<file path="config.mk">
export PLATFORM = sky130hd
export DESIGN_NAME = bus_arbiter_flat
export DESIGN_NICKNAME = d
export VERILOG_FILES = /design/src/rtl/bus_arbiter_pkg.sv /design/src/rtl/bus_arbiter_if.sv /design/src/rtl/bus_arbiter_serial_select_rx.sv /design/src/rtl/bus_arbiter.sv /design/src/flat_wrapper.sv
export SDC_FILE = /design/constraint.sdc
export NUM_CORES = 1
export LEC_CHECK = 0
export CORE_MARGIN = 1
export CORE_UTILIZATION = 30
export CTS_CLUSTER_DIAMETER = 80
export DETAILED_ROUTE_END_ITERATION = 7
export PLACE_DENSITY = 0.52
export SYNTH_ARGS = -nofsm -noshare
export SYNTH_HDL_FRONTEND = slang
export SYNTH_SLANG_ARGS = --single-unit
</file>
<file path="constraint.sdc">
create_clock -name clk -period 2 [get_ports clk]
set_clock_uncertainty 0.1 [all_clocks]
set_input_delay 0.4 -clock clk [delete_from_list [all_inputs] [get_ports clk]]
set_output_delay 0.4 -clock clk [all_outputs]
set_load 0.01 [all_outputs]
</file>
<file path="src/rtl/bus_arbiter_pkg.sv">
// Shared types and constants for the two-master serial bus arbiter.
package bus_pkg;

    typedef enum logic [2:0] {
        ST_IDLE,
        ST_RX_SELECT,
        ST_GRANT,
        ST_ACTIVE,
        ST_READ_RETURN
    } arb_state_e;

    localparam logic MASTER_M1 = 1'b0;
    localparam logic MASTER_M2 = 1'b1;

    localparam int SLAVE_LEN_DEFAULT = 2;

endpackage

</file>
<file path="src/rtl/bus_arbiter_if.sv">
// Handshake and control signals between the two masters, the arbiter and the bus muxes.
interface bus_arbiter_if
    import bus_pkg::*;
#(
    parameter int SLAVE_LEN = SLAVE_LEN_DEFAULT
);

    logic                      m1_approval_request;
    logic                      m2_approval_request;
    logic                      m1_tx_slave_select;
    logic                      m2_tx_slave_select;
    logic                      m1_master_valid;
    logic                      m2_master_valid;
    logic                      m1_read_en;
    logic                      m2_read_en;
    logic                      slave_tx_done;
    logic                      m1_arbitor_busy;
    logic                      m2_arbitor_busy;
    logic                      m1_approval_grant;
    logic                      m2_approval_grant;
    logic                      bus_busy;
    logic                      master_sel;
    logic [(2**SLAVE_LEN)-1:0] slave_sel;

    modport slave (
        input  m1_approval_request, m2_approval_request,
        input  m1_tx_slave_select, m2_tx_slave_select,
        input  m1_master_valid, m2_master_valid,
        input  m1_read_en, m2_read_en,
        input  slave_tx_done,
        output m1_arbitor_busy, m2_arbitor_busy,
        output m1_approval_grant, m2_approval_grant,
        output bus_busy, master_sel, slave_sel
    );

    modport master (
        output m1_approval_request, m2_approval_request,
        output m1_tx_slave_select, m2_tx_slave_select,
        output m1_master_valid, m2_master_valid,
        output m1_read_en, m2_read_en,
        output slave_tx_done,
        input  m1_arbitor_busy, m2_arbitor_busy,
        input  m1_approval_grant, m2_approval_grant,
        input  bus_busy, master_sel, slave_sel
    );

endinterface

</file>
<file path="src/rtl/bus_arbiter_serial_select_rx.sv">
// Serial slave-select receiver: LSB-first bit counter plus shift register.
module serial_select_rx
    import bus_pkg::*;
#(
    parameter int SLAVE_LEN = SLAVE_LEN_DEFAULT
) (
    input  logic                 clk,
    input  logic                 rst_n,
    input  logic                 i_load,
    input  logic                 i_shift,
    input  logic                 i_bit,
    output logic [SLAVE_LEN-1:0] o_index,
    output logic                 o_done
);

    localparam int CNT_W = $clog2(SLAVE_LEN + 1);

    logic [CNT_W-1:0]     r_cnt;
    logic [SLAVE_LEN-1:0] r_index;

    // Load captures bit0 and points the counter at bit1; shift fills index[cnt].
    always_ff @(posedge clk or negedge rst_n) begin
        if (!rst_n) begin
            r_cnt   <= '0;
            r_index <= '0;
        end else if (i_load) begin
            r_index <= SLAVE_LEN'(i_bit);
            r_cnt   <= CNT_W'(1);
        end else if (i_shift) begin
            for (int i = 0; i < SLAVE_LEN; i++) begin
                if (r_cnt == CNT_W'(i)) begin
                    r_index[i] <= i_bit;
                end
            end
            r_cnt <= r_cnt + CNT_W'(1);
        end
    end

    assign o_index = r_index;
    assign o_done  = (r_cnt == CNT_W'(SLAVE_LEN - 1));

endmodule

</file>
<file path="src/rtl/bus_arbiter.sv">
// Two-master bus arbiter: picks a winner, receives its serial slave select, grants and holds the bus.
// Optional feature macro ROUND_ROBIN_EN: ties alternate between masters instead of m1 always winning.
module bus_arbiter
    import bus_pkg::*;
#(
    parameter int SLAVE_LEN = SLAVE_LEN_DEFAULT
) (
    input  logic          clk,
    input  logic          rst_n,
    bus_arbiter_if.slave  bus
);

    localparam int SLAVE_NUM = 2 ** SLAVE_LEN;

    arb_state_e           r_state;
    arb_state_e           w_state_next;
    logic                 r_owner;
    logic                 r_master_sel;
    logic                 r_seen_valid;
    logic                 r_rd;
    logic                 w_any_req;
    logic                 w_tie_winner;
    logic                 w_winner;
    logic                 w_rx_src;
    logic                 w_rx_bit;
    logic                 w_valid;
    logic                 w_read_en;
    logic                 w_load;
    logic                 w_shift;
    logic                 w_rx_done;
    logic [SLAVE_LEN-1:0] w_index;
    logic                 w_m1_busy;
    logic                 w_m2_busy;
    logic                 w_bus_busy;
    logic                 w_grant;

    assign w_any_req = bus.m1_approval_request | bus.m2_approval_request;

`ifdef ROUND_ROBIN_EN
    logic r_last_winner;

    always_ff @(posedge clk or negedge rst_n) begin
        if (!rst_n) begin
            r_last_winner <= MASTER_M2;
        end else if (r_state == ST_GRANT) begin
            r_last_winner <= r_owner;
        end
    end

    assign w_tie_winner = (r_last_winner == MASTER_M1) ? MASTER_M2 : MASTER_M1;
`else
    assign w_tie_winner = MASTER_M1;
`endif

    assign w_winner = (bus.m1_approval_request && bus.m2_approval_request) ? w_tie_winner :
                      (bus.m2_approval_request ? MASTER_M2 : MASTER_M1);

    // In IDLE the owner is not registered yet, so the serial bit comes from the live winner.
    assign w_rx_src  = (r_state == ST_IDLE) ? w_winner : r_owner;
    assign w_rx_bit  = (w_rx_src == MASTER_M2) ? bus.m2_tx_slave_select : bus.m1_tx_slave_select;
    assign w_valid   = (r_owner == MASTER_M2) ? bus.m2_master_valid : bus.m1_master_valid;
    assign w_read_en = (r_owner == MASTER_M2) ? bus.m2_read_en : bus.m1_read_en;

    serial_select_rx #(
        .SLAVE_LEN (SLAVE_LEN)
    ) u_select_rx (
        .clk     (clk),
        .rst_n   (rst_n),
        .i_load  (w_load),
        .i_shift (w_shift),
        .i_bit   (w_rx_bit),
        .o_index (w_index),
        .o_done  (w_rx_done)
    );

    always_ff @(posedge clk or negedge rst_n) begin
        if (!rst_n) begin
            r_state <= ST_IDLE;
        end else begin
            r_state <= w_state_next;
        end
    end

    always_comb begin
        w_state_next = r_state;
        w_load       = 1'b0;
        w_shift      = 1'b0;
        w_m1_busy    = 1'b0;
        w_m2_busy    = 1'b0;
        w_bus_busy   = 1'b0;
        w_grant      = 1'b0;
        case (r_state)
            ST_IDLE: begin
                if (w_any_req) begin
                    w_load       = 1'b1;
                    w_m1_busy    = bus.m1_approval_request && (w_winner == MASTER_M2);
                    w_m2_busy    = bus.m2_approval_request && (w_winner == MASTER_M1);
                    w_state_next = (SLAVE_LEN == 1) ? ST_GRANT : ST_RX_SELECT;
                end
            end
            ST_RX_SELECT: begin
                w_shift   = 1'b1;
                w_m1_busy = (r_owner == MASTER_M2);
                w_m2_busy = (r_owner == MASTER_M1);
                if (w_rx_done) begin
                    w_state_next = ST_GRANT;
                end
            end
            ST_GRANT: begin
                w_grant      = 1'b1;
                w_bus_busy   = 1'b1;
                w_m1_busy    = (r_owner == MASTER_M2);
                w_m2_busy    = (r_owner == MASTER_M1);
                w_state_next = ST_ACTIVE;
            end
            ST_ACTIVE: begin
                w_bus_busy = 1'b1;
                w_m1_busy  = 1'b1;
                w_m2_busy  = 1'b1;
                if (r_seen_valid && !w_valid) begin
                    w_state_next = r_rd ? ST_READ_RETURN : ST_IDLE;
                end
            end
            ST_READ_RETURN: begin
                w_bus_busy = 1'b1;
                w_m1_busy  = 1'b1;
                w_m2_busy  = 1'b1;
                if (bus.slave_tx_done) begin
                    w_state_next = ST_IDLE;
                end
            end
            default: begin
                w_state_next = ST_IDLE;
            end
        endcase
    end

    // Owner is fixed in IDLE; transaction flags are cleared on grant and tracked during ACTIVE.
    always_ff @(posedge clk or negedge rst_n) begin
        if (!rst_n) begin
            r_owner      <= MASTER_M1;
            r_master_sel <= MASTER_M1;
            r_seen_valid <= 1'b0;
            r_rd         <= 1'b0;
        end else begin
            case (r_state)
                ST_IDLE: begin
                    if (w_any_req) begin
                        r_owner <= w_winner;
                    end
                end
                ST_GRANT: begin
                    r_master_sel <= r_owner;
                    r_seen_valid <= 1'b0;
                    r_rd         <= 1'b0;
                end
                ST_ACTIVE: begin
                    if (w_valid) begin
                        r_seen_valid <= 1'b1;
                        r_rd         <= w_read_en;
                    end
                end
                default: ;
            endcase
        end
    end

    // Busy is gated by reset so masters already requesting during reset see all outputs at 0.
    assign bus.m1_arbitor_busy   = w_m1_busy & rst_n;
    assign bus.m2_arbitor_busy   = w_m2_busy & rst_n;
    assign bus.m1_approval_grant = w_grant && (r_owner == MASTER_M1);
    assign bus.m2_approval_grant = w_grant && (r_owner == MASTER_M2);
    assign bus.bus_busy          = w_bus_busy;
    assign bus.master_sel        = (r_state == ST_GRANT) ? r_owner : r_master_sel;
    assign bus.slave_sel         = w_bus_busy ? (SLAVE_NUM'(1) << w_index) : '0;

endmodule

</file>
<file path="src/flat_wrapper.sv">
// flat-port wrapper written by rule: the top's interface ports become plain ports
module bus_arbiter_flat import bus_pkg::*;
#(
    parameter int SLAVE_LEN = SLAVE_LEN_DEFAULT
)
  (clk, rst_n, bus_m1_approval_request, bus_m2_approval_request, bus_m1_tx_slave_select, bus_m2_tx_slave_select, bus_m1_master_valid, bus_m2_master_valid, bus_m1_read_en, bus_m2_read_en, bus_slave_tx_done, bus_m1_arbitor_busy, bus_m2_arbitor_busy, bus_m1_approval_grant, bus_m2_approval_grant, bus_bus_busy, bus_master_sel, bus_slave_sel);
  bus_arbiter_if #(.SLAVE_LEN(SLAVE_LEN)) bus_i ();
  input  logic clk;
  input  logic rst_n;
  input wire logic [$bits(bus_i.m1_approval_request)-1:0] bus_m1_approval_request;
  input wire logic [$bits(bus_i.m2_approval_request)-1:0] bus_m2_approval_request;
  input wire logic [$bits(bus_i.m1_tx_slave_select)-1:0] bus_m1_tx_slave_select;
  input wire logic [$bits(bus_i.m2_tx_slave_select)-1:0] bus_m2_tx_slave_select;
  input wire logic [$bits(bus_i.m1_master_valid)-1:0] bus_m1_master_valid;
  input wire logic [$bits(bus_i.m2_master_valid)-1:0] bus_m2_master_valid;
  input wire logic [$bits(bus_i.m1_read_en)-1:0] bus_m1_read_en;
  input wire logic [$bits(bus_i.m2_read_en)-1:0] bus_m2_read_en;
  input wire logic [$bits(bus_i.slave_tx_done)-1:0] bus_slave_tx_done;
  output wire logic [$bits(bus_i.m1_arbitor_busy)-1:0] bus_m1_arbitor_busy;
  output wire logic [$bits(bus_i.m2_arbitor_busy)-1:0] bus_m2_arbitor_busy;
  output wire logic [$bits(bus_i.m1_approval_grant)-1:0] bus_m1_approval_grant;
  output wire logic [$bits(bus_i.m2_approval_grant)-1:0] bus_m2_approval_grant;
  output wire logic [$bits(bus_i.bus_busy)-1:0] bus_bus_busy;
  output wire logic [$bits(bus_i.master_sel)-1:0] bus_master_sel;
  output wire logic [$bits(bus_i.slave_sel)-1:0] bus_slave_sel;
  assign bus_i.m1_approval_request = bus_m1_approval_request;
  assign bus_i.m2_approval_request = bus_m2_approval_request;
  assign bus_i.m1_tx_slave_select = bus_m1_tx_slave_select;
  assign bus_i.m2_tx_slave_select = bus_m2_tx_slave_select;
  assign bus_i.m1_master_valid = bus_m1_master_valid;
  assign bus_i.m2_master_valid = bus_m2_master_valid;
  assign bus_i.m1_read_en = bus_m1_read_en;
  assign bus_i.m2_read_en = bus_m2_read_en;
  assign bus_i.slave_tx_done = bus_slave_tx_done;
  assign bus_m1_arbitor_busy = bus_i.m1_arbitor_busy;
  assign bus_m2_arbitor_busy = bus_i.m2_arbitor_busy;
  assign bus_m1_approval_grant = bus_i.m1_approval_grant;
  assign bus_m2_approval_grant = bus_i.m2_approval_grant;
  assign bus_bus_busy = bus_i.bus_busy;
  assign bus_master_sel = bus_i.master_sel;
  assign bus_slave_sel = bus_i.slave_sel;
  bus_arbiter #(.SLAVE_LEN(SLAVE_LEN)) u_core (.clk(clk), .rst_n(rst_n), .bus(bus_i));
endmodule
</file>
==> implementation parameters, run 1 <==
Parameter                              Value

Worst setup path
  Cell count along the critical path ... 5
  Buf/Inv on CP ... 2
  Worst path cell trace ... buf_6 > a211o_4 > a21oi_2 > and3b_1 > buf_2
  Setup Crit Path Kind ... flip-flop to primary output
  Origin of the worst setup path ... u_core.r_state[0]
  Kind of end point of the critical path ... primary output
  Startpoint type of the worst setup path ... flip-flop
  Reg2Reg Depth ... 5
  CP Max Fanout ... 5
  Reg2reg setup slack ... approximately 340 ps
  Crit path DAT ... 1550 ps
  Worst reg2reg endpoint ... u_core.r_state[0]
  Largest stage delay on the critical path ... about 450 ps
  Critical path required time ... about 1500 ps
  Start of the worst register-to-register path ... u_core.r_state[0]
  Cell type of the slowest stage on the worst timing path ... sky130_fd_sc_hd__dfrtp_2
  Worst path top cell family by delay ... flip-flops

Floorplan
  Die Wd ... 53.06 µm
  Vertical die dimension ... between 50 and 60 µm
  Area of the core ... between 2000 and 2500 µm²
  Die ar. ... approximately 2800 µm²
  Total I/O pin count ... 21
  Site row count ... 18
  Starting Density ... 31.57%

Global route
  First-pass GRT wire length ... 3284 µm
  Total global-route track usage ... approximately 17%
  Maximum number of pins on one net before global-route repair ... 10
  Aggregate global routing overflow ... 0
  Initial antenna violation count ... 0
  Number of global-route vias before repair ... between 700 and 800

Outcome
  Violated checks ... setup timing
  Result of the run ... finished, violations left

Yosys
  Count of flip-flops with a built-in enable after synthesis ... 0
  Cells taking the most area after synthesis ... sky130_fd_sc_hd__dfrtp_1, sky130_fd_sc_hd__a2111oi_4, sky130_fd_sc_hd__a21oi_1, sky130_fd_sc_hd__ha_1, sky130_fd_sc_hd__nor3_1
  Most used flip-flop cell after synthesis ... sky130_fd_sc_hd__dfrtp_1
  Mapped cell area ... 782.0 µm²
  Fraction of registers with async set/reset ... between 90% and 100%
  Flops & latches, synth ... 11
  Area share of the largest cell type after synthesis ... around a third
  Gate count after technology mapping ... 83
  Syn avg cell area ... roughly 9.4 µm²
  Proportion of synthesized chip area in sequential cells ... between 30% and 40%
  Number of warnings reported in the yosys synthesis log ... 0
  Post-synth top area cell ... sky130_fd_sc_hd__dfrtp_1
  Post-synthesis net count ... between 90 and 100
  Synth cell types ... 43

Final layout
  Proportion of layout cells with a drive suffix above 1 ... 42.15%
  Total Nets Final ... 135
  Cell area after layout ... between 1000 and 1500 µm²
  Antenna diode instance count ... 0
  Final cell count without fillers ... 151
  FILL cells ... between 200 and 300
  End-of-flow core utilization ... a little under half
  Area added between synthesis and finish ... 50.40%

Placement
  Detailed-placement wirelength estimate ... around 1500 µm
  Cells after DPL ... ~140
  Pre-CTS setup slack ... -457.2 ps
  Routability congestion estimate ... 0.7610
  IO Port Bufs ... 20
  Instance area after placement ... ~1100 µm²

Flow run
  Number of maximum-capacitance constraint violations ... 0

Timing
  Count of final max-slew check failures ... 0
  RSZ-0062 raised after global routing ... true
  Final TNS setup ... -46.08 ps
  Final critical path time including I/O delays and setup ... a little over 2000 ps
  Max Clock Freq ... just under 500 MHz
  Period utilization ... 102.3%
  Minimum hold slack ... about 400 ps
  Max_slew headroom ... 75.89%
  Setup violations, final ... 1
  Actual slew at the worst max-slew pin ... approximately 350 ps
  Final worst setup slack ... -46.08 ps
  Final Hold Fails ... 0

CTS
  Clock buffers created by TritonCTS ... 3
  CTS tree ... built
  Clock net sink count ... 11
  CTS Hold Buffers Added ... 0
  Number of H-tree levels ... 1
  Longest Clk Path Bufs ... 2
  Clock-pin slew on the worst setup and hold paths ... about 70 ps
  Buffer cell driving the clock tree root ... sky130_fd_sc_hd__clkbuf_4
  Source-to-sink clock delay at the later pin of the worst-skew pair ... approximately 270 ps

Routing
  Wire length per cell after detailed routing ... around 13 µm
  Total DRC errors in the routed layout ... 0
  Pre-Repair DR Iteration Count ... 4
  Via density ... 4.960
  Number of violations reported at the end of detailed-routing iteration 0 ... 16
  Final ANT Viol Nets ... 0
  Number of vias in the routed layout ... around 750
  Detailed-route wire length ... about 2000 µm

Worst hold path
  Min-Delay Endpoint ... u_core.r_owner
  Hold path depth ... 3
  Source of the worst hold timing path ... bus_m1_approval_request
  Classification of the worst-slack hold path ... input port to flip-flop

Power
  Power density over cell area ... approximately 1400 nW/µm²
  Worst ir drop on vdd ... 689.2 µV
  Pwr Total ... 1.670 mW
  P_leak ... 0.5422 nW
[sequential cells by signal, summed over array words and instances, names as in the netlist]
register                    cells
u_core.r_state                  3
u_core.u_select_rx.o_index      2
u_core.u_select_rx.r_cnt        2
u_core.r_master_sel             1
u_core.r_owner                  1
u_core.r_rd                     1
u_core.r_seen_valid             1
[cells by family after synthesis]
| family | synth area share [%] |
|---|---|
| fa+ha+maj | 3.199 |
| compound gates | 26.24 |
| flops | 35.20 |
| simple gates | 25.60 |
| mux | 4.000 |
| buf+inv | 5.760 |
[worst reg2reg max path, cell delays in order (launching register included)]
cell and delay [ps]:
sky130_fd_sc_hd__dfrtp_2 450, sky130_fd_sc_hd__buf_4 170, sky130_fd_sc_hd__buf_4 170, sky130_fd_sc_hd__or3_1 410, sky130_fd_sc_hd__nand2_2 130, sky130_fd_sc_hd__o22ai_1 100
[worst max path at each step]
stage / to / slack [ps]
after global routing: bus_m2_arbitor_busy / -120
after CTS: bus_slave_sel[2] / -100
final: bus_m2_arbitor_busy / -50
after global placement: bus_m2_arbitor_busy / -460
after detailed placement: bus_m2_arbitor_busy / -460
after floorplan: bus_slave_sel[0] / 310
[cell usage after synthesis (3+ instances only)]
cell type,count
sky130_fd_sc_hd__dfrtp_1,11
sky130_fd_sc_hd__a21oi_1,5
sky130_fd_sc_hd__nor2_1,5
sky130_fd_sc_hd__nor3_1,5
sky130_fd_sc_hd__o21ai_0,4
sky130_fd_sc_hd__buf_2,3
sky130_fd_sc_hd__nand2b_1,3
sky130_fd_sc_hd__nor2b_1,3
[report_power, final]
part / internal (mW) / total (mW) / switching [mW]
combinational: 0.547 / 1.08 / 0.531
sequential: 0.329 / 0.441 / 0.113
clock: 0.0773 / 0.151 / 0.0739
total: 0.953 / 1.67 / 0.717
[layer usage]
layer | GRT usage (%) | up-vias | wire length, µm
met3 | 4.310 | 5 | 80
li1 | - | 380 | -
met4 | 5.263 | 0 | 24
met1 | 19.48 | 351 | 917
met2 | 29.32 | 13 | 970
met5 | 0 | - | 0
[timing repair]
item	4_1_cts	5_1_grt
pin swaps	4	5
buffers inserted	5	0
endpoints found under the setup margin	10	7
cloned	0	0
gates resized for setup	39	12
[area by class of cell]
type                    count  area [µm²]  area share, %
multi-input cells          64       506.7          43.09
clock buffers               4       26.28          2.234
repair buffers             40       320.3          27.23
flip-flops and latches     11       277.8          23.62
inverters                   2       7.507         0.6383
well taps                  30       37.54          3.191
[cell usage in the layout (no fill, tap or decap), drive strengths merged, types with 2 or more instances in the layout]
cell type       n
inv             2
o21ai           5
dlygate4sd2     2
clkdlybuf4s50   8
nor3b           2
buf            26
mux2i           2
dlymetal6s2s    2
o22ai           2
and3b           2
nor3            6
ha              2
clkbuf          6
nand2b          3
dfrtp          11
a21oi           5
nor2b           3
and3            2
nand2           3
and2            3
nor2            6
(Power assumes the default switching activity.)
==> run 2: changes to the inputs <==
--- a/config.mk
+++ b/config.mk
@@ -5,11 +5,11 @@
 export SDC_FILE = /design/constraint.sdc
 export NUM_CORES = 1
 export LEC_CHECK = 0
-export CORE_MARGIN = 1
 export CORE_UTILIZATION = 30
 export CTS_CLUSTER_DIAMETER = 80
 export DETAILED_ROUTE_END_ITERATION = 7
 export PLACE_DENSITY = 0.52
+export REMOVE_ABC_BUFFERS = 1
 export SYNTH_ARGS = -nofsm -noshare
 export SYNTH_HDL_FRONTEND = slang
 export SYNTH_SLANG_ARGS = --single-unit
==> run 2 against run 1 <==
Effect of this change: the run still ends with setup timing left; combinational power barely moved; fmax rose by 0.26%; global-route usage rose by 0.37 points; utilization fell by 0.81 points; first-iteration DRC count rose by 13%; clock power rose by 3%; wire length rose by 0.80%; via count rose by 3.5%; flip-flop and latch count did not move; total power rose by 0.37%.
==> implementation parameters, run 2 (synthesis gave the netlist of run 1 again) <==
Parameter                              Value

Placement
  Routability congestion estimate ... 0.8152 (+7.1%)
  Detailed-placement wirelength estimate ... 1637 µm (+7.1%)
  IO Port Bufs ... 20 (unchanged)
  Instance area after placement ... 1102 µm² (-0.68%)

Floorplan
  Die ar. ... 2815 µm² (unchanged)
  Die Wd ... 53.06 µm (unchanged)
  Total I/O pin count ... 21 (unchanged)
  Area of the core ... 2477 µm² (unchanged)
  Vertical die dimension ... 53.06 µm (unchanged)
  Site row count ... 18 (unchanged)
  Starting Density ... 31.57% (unchanged)

Timing
  RSZ-0062 raised after global routing ... true
  Final Hold Fails ... 0 (unchanged)
  Max_slew headroom ... 76.12% (+0.23 points)
  Actual slew at the worst max-slew pin ... 348.2 ps (-3.306 ps)
  Count of final max-slew check failures ... 0 (unchanged)
  Period utilization ... 102.0% (-0.27 points)
  Final critical path time including I/O delays and setup ... 2041 ps (-5.315 ps)
  Max Clock Freq ... 490.0 MHz (+0.26%)
  Final worst setup slack ... -40.76 ps (+5.315 ps)
  Setup violations, final ... 1 (unchanged)

CTS
  Clock-pin slew on the worst setup and hold paths ... 80 ps (about the same)
  CTS tree ... built
  Buffer cell driving the clock tree root ... sky130_fd_sc_hd__clkbuf_4
  Source-to-sink clock delay at the later pin of the worst-skew pair ... 270 ps (about the same)
  Clock net sink count ... 11 (unchanged)
  Clock buffers created by TritonCTS ... 3 (unchanged)
  Longest Clk Path Bufs ... 2 (unchanged)
  Number of H-tree levels ... 1 (unchanged)

Worst setup path
  Startpoint type of the worst setup path ... flip-flop
  Worst reg2reg endpoint ... u_core.u_select_rx.o_index[0]
  Capturing instance or port of the critical path ... bus_m2_arbitor_busy
  Origin of the worst setup path ... u_core.r_state[0]
  Crit path DAT ... 1540 ps (about the same)
  Kind of end point of the critical path ... primary output
  Start of the worst register-to-register path ... u_core.r_state[0]
  Critical path required time ... 1500 ps (about the same)
  Reg2Reg Depth ... 6 (+1)
  Reg2reg setup slack ... 260 ps (-80 ps)
  CP Max Fanout ... 5 (unchanged)
  Setup Crit Path Kind ... flip-flop to primary output

Routing
  Detailed-route wire length ... 2009 µm (+0.80%)
  Number of violations reported at the end of detailed-routing iteration 0 ... 18 (+2)
  Final ANT Viol Nets ... 0 (unchanged)
  Wire length per cell after detailed routing ... 13.39 µm (+1.5%)
  Via density ... 5.167 (+4.2%)
  Number of vias in the routed layout ... 775 (+3.5%)
  Pre-Repair DR Iteration Count ... 4 (unchanged)
  Total DRC errors in the routed layout ... 0 (unchanged)

Power
  Pwr Total ... 1.676 mW (+0.37%)
  Power density over cell area ... 1450 nW/µm² (+2.1%)
  P_leak ... 0.5169 nW (-4.7%)
  Worst ir drop on vdd ... 673.5 µV (-2.3%)

Outcome
  Result of the run ... finished, violations left
  Violated checks ... setup timing

Global route
  First-pass GRT wire length ... 3353 µm (+2.1%)
  Initial antenna violation count ... 0 (unchanged)
  Maximum number of pins on one net before global-route repair ... 10 (unchanged)
  Number of global-route vias before repair ... 748 (+3.3%)
  Aggregate global routing overflow ... 0 (unchanged)
  Total global-route track usage ... 17.05% (+0.37 points)

Final layout
  Footprint of the multi-input gates ... 494.2 µm² (-2.5%)
  FILL cells ... 249 (-5.3%)
  Largest register FFs ... 3 (unchanged)
  Cell area after layout ... 1156 µm² (-1.7%)
  Seq. cell area ... 277.8 µm² (unchanged)
  Antenna diode instance count ... 0 (unchanged)
  Area added between synthesis and finish ... 47.84%
  Register with the most flip-flops ... u_core.r_state
  Most common cell after layout, fill and taps aside ... sky130_fd_sc_hd__buf_4
  Most used cells in the layout excluding fill and tap cells ... sky130_fd_sc_hd__buf_4, sky130_fd_sc_hd__dfrtp_1, sky130_fd_sc_hd__clkdlybuf4s50_1, sky130_fd_sc_hd__a21oi_1, sky130_fd_sc_hd__nor3_1
  Proportion of layout cells with a drive suffix above 1 ... 40.00% (-2.1 points)
  Total Nets Final ... 134 (-0.74%)

Worst hold path
  Classification of the worst-slack hold path ... flip-flop to flip-flop
  Hold path depth ... 1 (-2)

Flow run
  Number of maximum-capacitance constraint violations ... 0 (unchanged)
==> run 2: cell types whose count changed in the layout (fill, tap and decap cells not counted), sizes merged <==
cell / delta
dlygate4sd2: +1
clkinv: +1
dlymetal6s2s: -2
clkbuf: +1
clkdlybuf4s15: +2
buf: -4
==> run 2: power breakdown <==
group / total, mW / internal (mW) / switching [mW] / leakage, nW
sequential: 0.444 / 0.328 / 0.116 / 0.130
clock: 0.156 / 0.0741 / 0.0819 / 0.0177
combinational: 1.08 / 0.558 / 0.518 / 0.369
==> run 2: per-layer routing <==
| metal | track usage, % | vias up | routed length (µm) |
|---|---|---|---|
| met1 | 22.30 | 373 | 940 |
| met4 | 7.456 | 0 | 28 |
| met3 | 3.448 | 4 | 51 |
| li1 | - | 388 | - |
| met2 | 26.79 | 10 | 989 |
| met5 | 0 | - | 0 |
==> run 2: through the flow <==
step / utilization [%] / hold slack [ps] / setup TNS [ps] / setup WS, ps / instances
after detailed placement: 44.49 / 371.8 / -903.9 / -449.7 / 143
after CTS: 47.37 / 390.9 / -128.3 / -56.10 / 150
after global routing: 46.67 / 403.0 / -99.84 / -99.84 / 150
after global placement: 44.49 / 363.9 / -869.9 / -459.3 / 143
after floorplan: - / 4.409 / 0 / 86.28 / 77
final: 46.67 / 386.1 / -40.76 / -40.76 / 150
==> run 2: what timing repair did <==
item,CTS,global route
buffers inserted,3,0
resized for setup,36,9
setup endpoints to repair,10,7
pin swaps,4,1
hold buffers,0,0
==> run 2: critical path, stage by stage, from the launching register on <==
cell and delay, ps:
sky130_fd_sc_hd__dfrtp_2 450, sky130_fd_sc_hd__buf_6 130, sky130_fd_sc_hd__a211o_2 260, sky130_fd_sc_hd__a21oi_1 110, sky130_fd_sc_hd__and3b_1 190, sky130_fd_sc_hd__buf_2 140
==> run 2: how the worst min path moves through the flow <==
stage                              from                   to  slack (ps)
global route        u_core.r_seen_valid  u_core.r_seen_valid         400
floorplan                         rst_n  u_core.r_master_sel           4
detailed placement  u_core.r_seen_valid  u_core.r_seen_valid         370
CTS                 u_core.r_seen_valid  u_core.r_seen_valid         390
finish              u_core.r_seen_valid  u_core.r_seen_valid         390
global placement    u_core.r_seen_valid  u_core.r_seen_valid         360
==> run 2: area by class of cell <==
type	count	share of cell area [%]
timing repair buffer	39	26.95
multi-input combinational	64	42.75
clock inverter	1	0.4329
sequential	11	24.03
inverter	2	0.6493
clock buffer	3	1.948
tap	30	3.247
